File: config.mk
export PLATFORM = sky130hd
export DESIGN_NAME = irq_ctrl
export DESIGN_NICKNAME = d
export VERILOG_FILES = /design/src/rtl/irq_ctrl_pkg.sv /design/src/rtl/irq_prio_enc.sv /design/src/rtl/irq_ctrl.sv
export SDC_FILE = /design/constraint.sdc
export NUM_CORES = 1
export LEC_CHECK = 0
export BUFFER_PORTS_ARGS = -buffer_cell sky130_fd_sc_hd__buf_2
export CAP_MARGIN = 20
export CORE_MARGIN = 4
export CORE_UTILIZATION = 51
export DETAILED_ROUTE_END_ITERATION = 8
export GPL_TIMING_DRIVEN = 0
export PLACE_DENSITY = 0.8
export SYNTH_ARGS = -nofsm -noshare
export SYNTH_HDL_FRONTEND = slang
export SYNTH_SLANG_ARGS = --single-unit
File: constraint.sdc
create_clock -name clk -period 1.8 [get_ports clk]
set_input_delay 0.18 -clock clk [delete_from_list [all_inputs] [get_ports clk]]
set_output_delay 0.18 -clock clk [all_outputs]
set_load 0.02 [all_outputs]
File: src/rtl/irq_ctrl_pkg.sv
// -----------------------------------------------------------------------------
// irq_ctrl_pkg
//   Shared definitions for the interrupt controller: register word offsets,
//   FSM state encoding, CAUSE register layout and a helper that packs the
//   CAUSE word.
// -----------------------------------------------------------------------------
package irq_ctrl_pkg;

    // Register word offsets inside the block
    localparam logic [1:0] IRQ_EN    = 2'd0;
    localparam logic [1:0] IRQ_PEND  = 2'd1;
    localparam logic [1:0] IRQ_CAUSE = 2'd2;
    localparam logic [1:0] IRQ_EOI   = 2'd3;

    // Bit of CAUSE that reports "interrupt in service"
    localparam int CAUSE_ACT_BIT = 15;

    // Controller states
    typedef enum logic [1:0] {
        IDLE    = 2'd0,
        FIRE    = 2'd1,
        SERVICE = 2'd2
    } irq_state_e;

    // Packs the CAUSE read word: active flag at CAUSE_ACT_BIT, index in [3:0]
    function automatic logic [15:0] cause_word(input logic act, input logic [3:0] idx);
        logic [15:0] w;
        w = 16'd0;
        w[3:0] = idx;
        w[CAUSE_ACT_BIT] = act;
        return w;
    endfunction

endpackage

File: src/rtl/irq_prio_enc.sv
// -----------------------------------------------------------------------------
// irq_prio_enc
//   Fixed-priority encoder: reports the lowest set index of req (bit 0 has the
//   highest priority) and whether any bit is set.
// Ports
//   req  in  N_IRQ  request vector
//   idx  out 4      lowest set index (0 when nothing is set)
//   any  out 1      at least one request bit set
// -----------------------------------------------------------------------------
module irq_prio_enc #(
    parameter int N_IRQ = 8
) (
    input  logic [N_IRQ-1:0] req,
    output logic [3:0]       idx,
    output logic             any
);

    // Scan from the top down so the lowest set index is the last one written
    always_comb begin
        idx = 4'd0;
        any = 1'b0;
        for (int i = N_IRQ - 1; i >= 0; i--) begin
            idx = req[i] ? 4'(i) : idx;
            any = any | req[i];
        end
    end

endmodule

File: src/rtl/irq_ctrl.sv
// -----------------------------------------------------------------------------
// irq_ctrl
//   Interrupt controller: detects rising edges on up to 16 IRQ lines, latches
//   them as pending, masks with EN, picks the lowest pending enabled line and
//   issues a one-cycle int_vld pulse once the core reports int_rdy. The line
//   stays in service until software writes EOI.
//
// Configuration macro
//   IRQ_SYNC_EN : when defined, irq_in passes a 2-flop synchronizer before
//                 edge detection (+2 clk latency). Otherwise irq_in must be
//                 synchronous to clk.
//
// Ports
//   clk       in   1      system clock
//   rst       in   1      asynchronous reset, active-low
//   irq_in    in   N_IRQ  interrupt lines, rising edge = request
//   cfg_addr  in   2      register select (EN/PEND/CAUSE/EOI)
//   cfg_we    in   1      write strobe
//   cfg_din   in   16     write data
//   cfg_dout  out  16     read data, combinational from cfg_addr
//   int_vld   out  1      one-cycle interrupt pulse
//   int_rdy   in   1      core can accept an interrupt
//   irq_busy  out  1      interrupt in FIRE or SERVICE
// -----------------------------------------------------------------------------
module irq_ctrl
    import irq_ctrl_pkg::*;
#(
    parameter int N_IRQ = 8
) (
    input  logic             clk,
    input  logic             rst,
    input  logic [N_IRQ-1:0] irq_in,
    input  logic [1:0]       cfg_addr,
    input  logic             cfg_we,
    input  logic [15:0]      cfg_din,
    output logic [15:0]      cfg_dout,
    output logic             int_vld,
    input  logic             int_rdy,
    output logic             irq_busy
);

    logic [N_IRQ-1:0] irq_s;
    logic [N_IRQ-1:0] irq_d_r;
    logic [N_IRQ-1:0] rise_s;
    logic [N_IRQ-1:0] en_r;
    logic [N_IRQ-1:0] pend_r;
    logic [N_IRQ-1:0] req_s;
    logic [N_IRQ-1:0] w1c_s;
    logic [N_IRQ-1:0] fire_clr_s;
    logic [3:0]       sel_idx_s;
    logic             req_any_s;
    logic             fire_s;
    logic             eoi_wr_s;
    logic             cause_act_r;
    logic [3:0]       cause_idx_r;
    logic             int_vld_r;
    logic             irq_busy_r;
    irq_state_e       state_r;
    logic             cfg_din_unused_s;

    // Write data bits at or above N_IRQ are architecturally ignored
    assign cfg_din_unused_s = ^cfg_din;

`ifdef IRQ_SYNC_EN
    logic [N_IRQ-1:0] sync1_r;
    logic [N_IRQ-1:0] sync2_r;

    // Two-flop synchronizer for asynchronous IRQ pins
    always_ff @(posedge clk or negedge rst) begin
        if (!rst) begin
            sync1_r <= {N_IRQ{1'b0}};
            sync2_r <= {N_IRQ{1'b0}};
        end else begin
            sync1_r <= irq_in;
            sync2_r <= sync1_r;
        end
    end

    assign irq_s = sync2_r;
`else
    assign irq_s = irq_in;
`endif

    assign rise_s   = irq_s & ~irq_d_r;
    assign req_s    = pend_r & en_r;
    assign eoi_wr_s = cfg_we && (cfg_addr == IRQ_EOI);
    assign fire_s   = (state_r == IDLE) && req_any_s && int_rdy;

    irq_prio_enc #(
        .N_IRQ (N_IRQ)
    ) u_prio (
        .req (req_s),
        .idx (sel_idx_s),
        .any (req_any_s)
    );

    // Software write-1-to-clear mask for PEND
    always_comb begin
        w1c_s = {N_IRQ{1'b0}};
        if (cfg_we && (cfg_addr == IRQ_PEND)) begin
            w1c_s = cfg_din[N_IRQ-1:0];
        end else begin
            w1c_s = {N_IRQ{1'b0}};
        end
    end

    // One-hot clear of the line being taken into service
    always_comb begin
        fire_clr_s = {N_IRQ{1'b0}};
        for (int i = 0; i < N_IRQ; i++) begin
            fire_clr_s[i] = fire_s && (sel_idx_s == 4'(i));
        end
    end

    // Edge history, enable and pending registers; a new edge beats any clear
    always_ff @(posedge clk or negedge rst) begin
        if (!rst) begin
            irq_d_r <= {N_IRQ{1'b0}};
            en_r    <= {N_IRQ{1'b0}};
            pend_r  <= {N_IRQ{1'b0}};
        end else begin
            irq_d_r <= irq_s;
            if (cfg_we && (cfg_addr == IRQ_EN)) begin
                en_r <= cfg_din[N_IRQ-1:0];
            end
            pend_r <= (pend_r & ~w1c_s & ~fire_clr_s) | rise_s;
        end
    end

    // Service FSM with registered pulse, busy and CAUSE outputs
    always_ff @(posedge clk or negedge rst) begin
        if (!rst) begin
            state_r     <= IDLE;
            int_vld_r   <= 1'b0;
            irq_busy_r  <= 1'b0;
            cause_act_r <= 1'b0;
            cause_idx_r <= 4'd0;
        end else begin
            int_vld_r <= 1'b0;
            case (state_r)
                IDLE: begin
                    if (fire_s) begin
                        state_r     <= FIRE;
                        irq_busy_r  <= 1'b1;
                        cause_act_r <= 1'b1;
                        cause_idx_r <= sel_idx_s;
                    end
                end
                FIRE: begin
                    // EOI is ignored here; the pulse is issued exactly once
                    state_r   <= SERVICE;
                    int_vld_r <= 1'b1;
                end
                SERVICE: begin
                    if (eoi_wr_s) begin
                        state_r     <= IDLE;
                        irq_busy_r  <= 1'b0;
                        cause_act_r <= 1'b0;
                    end
                end
                default: begin
                    state_r     <= IDLE;
                    irq_busy_r  <= 1'b0;
                    cause_act_r <= 1'b0;
                end
            endcase
        end
    end

    // Register read mux; unimplemented bits read as zero
    always_comb begin
        cfg_dout = 16'd0;
        case (cfg_addr)
            IRQ_EN:    cfg_dout = 16'(en_r);
            IRQ_PEND:  cfg_dout = 16'(pend_r);
            IRQ_CAUSE: cfg_dout = cause_word(cause_act_r, cause_idx_r);
            IRQ_EOI:   cfg_dout = 16'd0;
            default:   cfg_dout = 16'd0;
        endcase
    end

    assign int_vld  = int_vld_r;
    assign irq_busy = irq_busy_r;

endmodule

==> impl_metrics.tcl <==
set metrics [dict create \
    status "finished, final reports clean" \
    power.density_mw_per_mm2 1110 \
    crit_required_ps 1620 \
    max-slew-margin-rel_pct 54.7 \
    die_area_mm2 0.00409 \
    endpoint_kind "output port" \
    cts.htree.levels 2 \
    io_buffers 32 \
    n_antenna_cell 0 \
    crit_family "buffers and inverters" \
    cts_buffers 5 \
    slowest_delay_ps 380 \
    fin_crit_sh_pct 89.5 \
    gr-usage-met3_pct 5.27 \
    grt_pass1_vias 1318 \
    synthToLayoutAreaGrowth_pct 23.6 \
    via_per_inst 5.07 \
    ctsResizeCount 0 \
    grt_antenna_before_repair 0 \
    critPathBufInv 3 \
    r2r_cells 4 \
    reg2reg_to "pend_r[5]" \
    core_mm2 0.00303 \
    avgSynthCellArea_um2 11.3 \
    nets 226 \
    fin_worst_skew_ps 9.02 \
    vias 1221 \
    initial_utilization_pct 52.8 \
    busiest_layer "met2" \
    drc 0 \
    worst_ir_drop_vdd_mv 0.559 \
    crit_path_end "cfg_dout[2]" \
    setup-tns-final_ps 0 \
    cts_tree "done" \
    fill_cells 251 \
    die_y_um 64.0 \
    grt.overflow.total 0 \
    cp-start-kind "input pin" \
    cts_hold_buf 9 \
    ant_nets 0 \
    wl_per_cell_um 14.1 \
    drive_gt1_share_pct 34.5 \
    dp_hpwl_mm 2.44 \
    firstDrtPassIters 4 \
    hold_path_class "input pin to flip-flop" \
    syn_area_mm2 0.00160 \
    boundaryPins 48 \
    wirelength_mm 3.41 \
    startpoint "cfg_addr[1]" \
    synth_cells 142 \
    async_reset_ff_share_pct 100 \
    period_minus_slack_ps 1610 \
    p_leak_uw 0.000947 \
    cts.sinks 31 \
    crit_cells 6 \
    setup_viol 0 \
    dieWidth_um 64.0 \
    rsz0062_at_grt "no" \
    grtUsageTotal_pct 19.2 \
    critical-path-slowest-cell "clkbuf_1" \
    cts_setup_buffers 0 \
    met1_usage_pct 23.5 \
    cp_data_arrival_time_ps 1430 \
    drtIter0Drc 52 \
    final_cell_mix "buf_2, dfrtp_1, nand2_1" \
    clk_path_buf_depth 2 \
    drv_cap 0 \
    rr_startpoint "state_r[1]" \
    cts_root_buffer "clkbuf_4" \
    clk_latency_ps 330 \
    place.gp.congestion 0.805 \
    grt_pass1_wl_mm 6.02 \
    ys_ff_latch 31 \
    synth-seq-area-share_pct 48.6 \
    grt_start_max_net_pins 32 \
    ys.flop_type "dfrtp_1" \
    ys_warn_count 0 \
    rrSetupSlack_ps 210 \
    clk_pin_slew_ps 90 \
    critPathMaxFanout 10 \
    synth-edff-count 0 \
    path_cells "buf_2 > clkbuf_1 > nor2b_1 > nand2_1 > o21ai_0 > buf_2" \
    critPathKind "input pin to output port" \
    clock.fmax_ghz 0.621 \
    layout_commonest_cell "buf_2" \
    cp_common_cell "buf_2" \
    hold-worst-slack_ps 98.0 \
    row_count 20 \
    hold_viol_final 0 \
    grt_use_met2_pct 30.6 \
    drv_slew 0 \
    tightestPinTransition_ps 679 \
    synth.distinct_cells 40 \
]
-- logic make-up after synthesis --
logic type	after synthesis	share of synthesized area, %
buf+inv	17	5.79
flops	31	48.6
other cells	1	0.235
compound gates	38	21.0
simple gates	39	13.8
mux	16	10.7
-- synthesized netlist by cell type, types with 3 or more instances --
| cell | n | share of area (%) |
|---|---|---|
| mux2i_1 | 8 | 5.0 |
| buf_4 | 7 | 3.3 |
| nand2_1 | 12 | 2.8 |
| a22o_1 | 5 | 2.7 |
| nor2b_1 | 3 | 1.2 |
| a32oi_1 | 3 | 1.6 |
| o21ai_0 | 4 | 1.3 |
| dfrtp_1 | 31 | 49 |
| a21o_1 | 3 | 1.4 |
| mux2_2 | 8 | 5.6 |
| inv_1 | 7 | 1.6 |
| nor2_1 | 10 | 2.3 |
| a21oi_1 | 8 | 2.5 |
-- through the flow --
step / utilization [%] / area [um2] / cells / worst slack [ps] / total power [uW]
finish: 65.2 / 1980 / 241 / 190 / 2190
CTS: 65.2 / 1980 / 241 / 186 / 2210
global placement: 60.6 / 1840 / 224 / 241 / 1780
global route: 65.2 / 1980 / 241 / 66.2 / 2350
floorplan: - / 1620 / 148 / 469 / 1590
detailed placement: 60.6 / 1840 / 224 / 192 / 1810
-- worst min-delay path by stage --
stage                           from             end  slack [ps]  cells past startpoint
after detailed placement         rst      state_r[1]         260                      1
after floorplan                  rst  cause_idx_r[0]        -120                      0
after CTS                 cfg_din[2]         en_r[2]          90                      2
after global placement           rst         en_r[6]         250                      1
final                     cfg_din[0]         en_r[0]         100                      2
after global routing      cfg_din[2]         en_r[2]          80                      2
-- report_power, final --
| group | leakage [uW] | internal [uW] | switching, uW |
|---|---|---|---|
| logic | 0.000568 | 366 | 425 |
| registers | 0.000350 | 851 | 167 |
| clock network | 0.0000293 | 152 | 225 |
-- flip-flops by register name (all words and copies together), names as in the netlist --
| signal | cells |
|---|---|
| irq_busy | 1 |
| pend_r | 8 |
| int_vld | 1 |
| cause_idx_r | 3 |
| irq_d_r | 8 |
| state_r | 2 |
| en_r | 8 |
-- metal layers --
layer / vias to the layer above / wire [um]
li1: 604 / -
met1: 581 / 1470
met2: 31 / 1710
met3: 5 / 203
met4: 0 / 31
met5: - / 0
-- cell type report --
cell class	instances	area [um2]	area share (%)
timing repair buffer	41	250	12.7
tap	44	55.1	2.79
inverter	7	26.3	1.33
multi-input combinational	100	752	38.1
clock inverter	1	5.00	0.253
clock buffer	7	45.0	2.28
buffer	10	66.3	3.36
sequential	31	776	39.3
(Power assumes the default switching activity.)
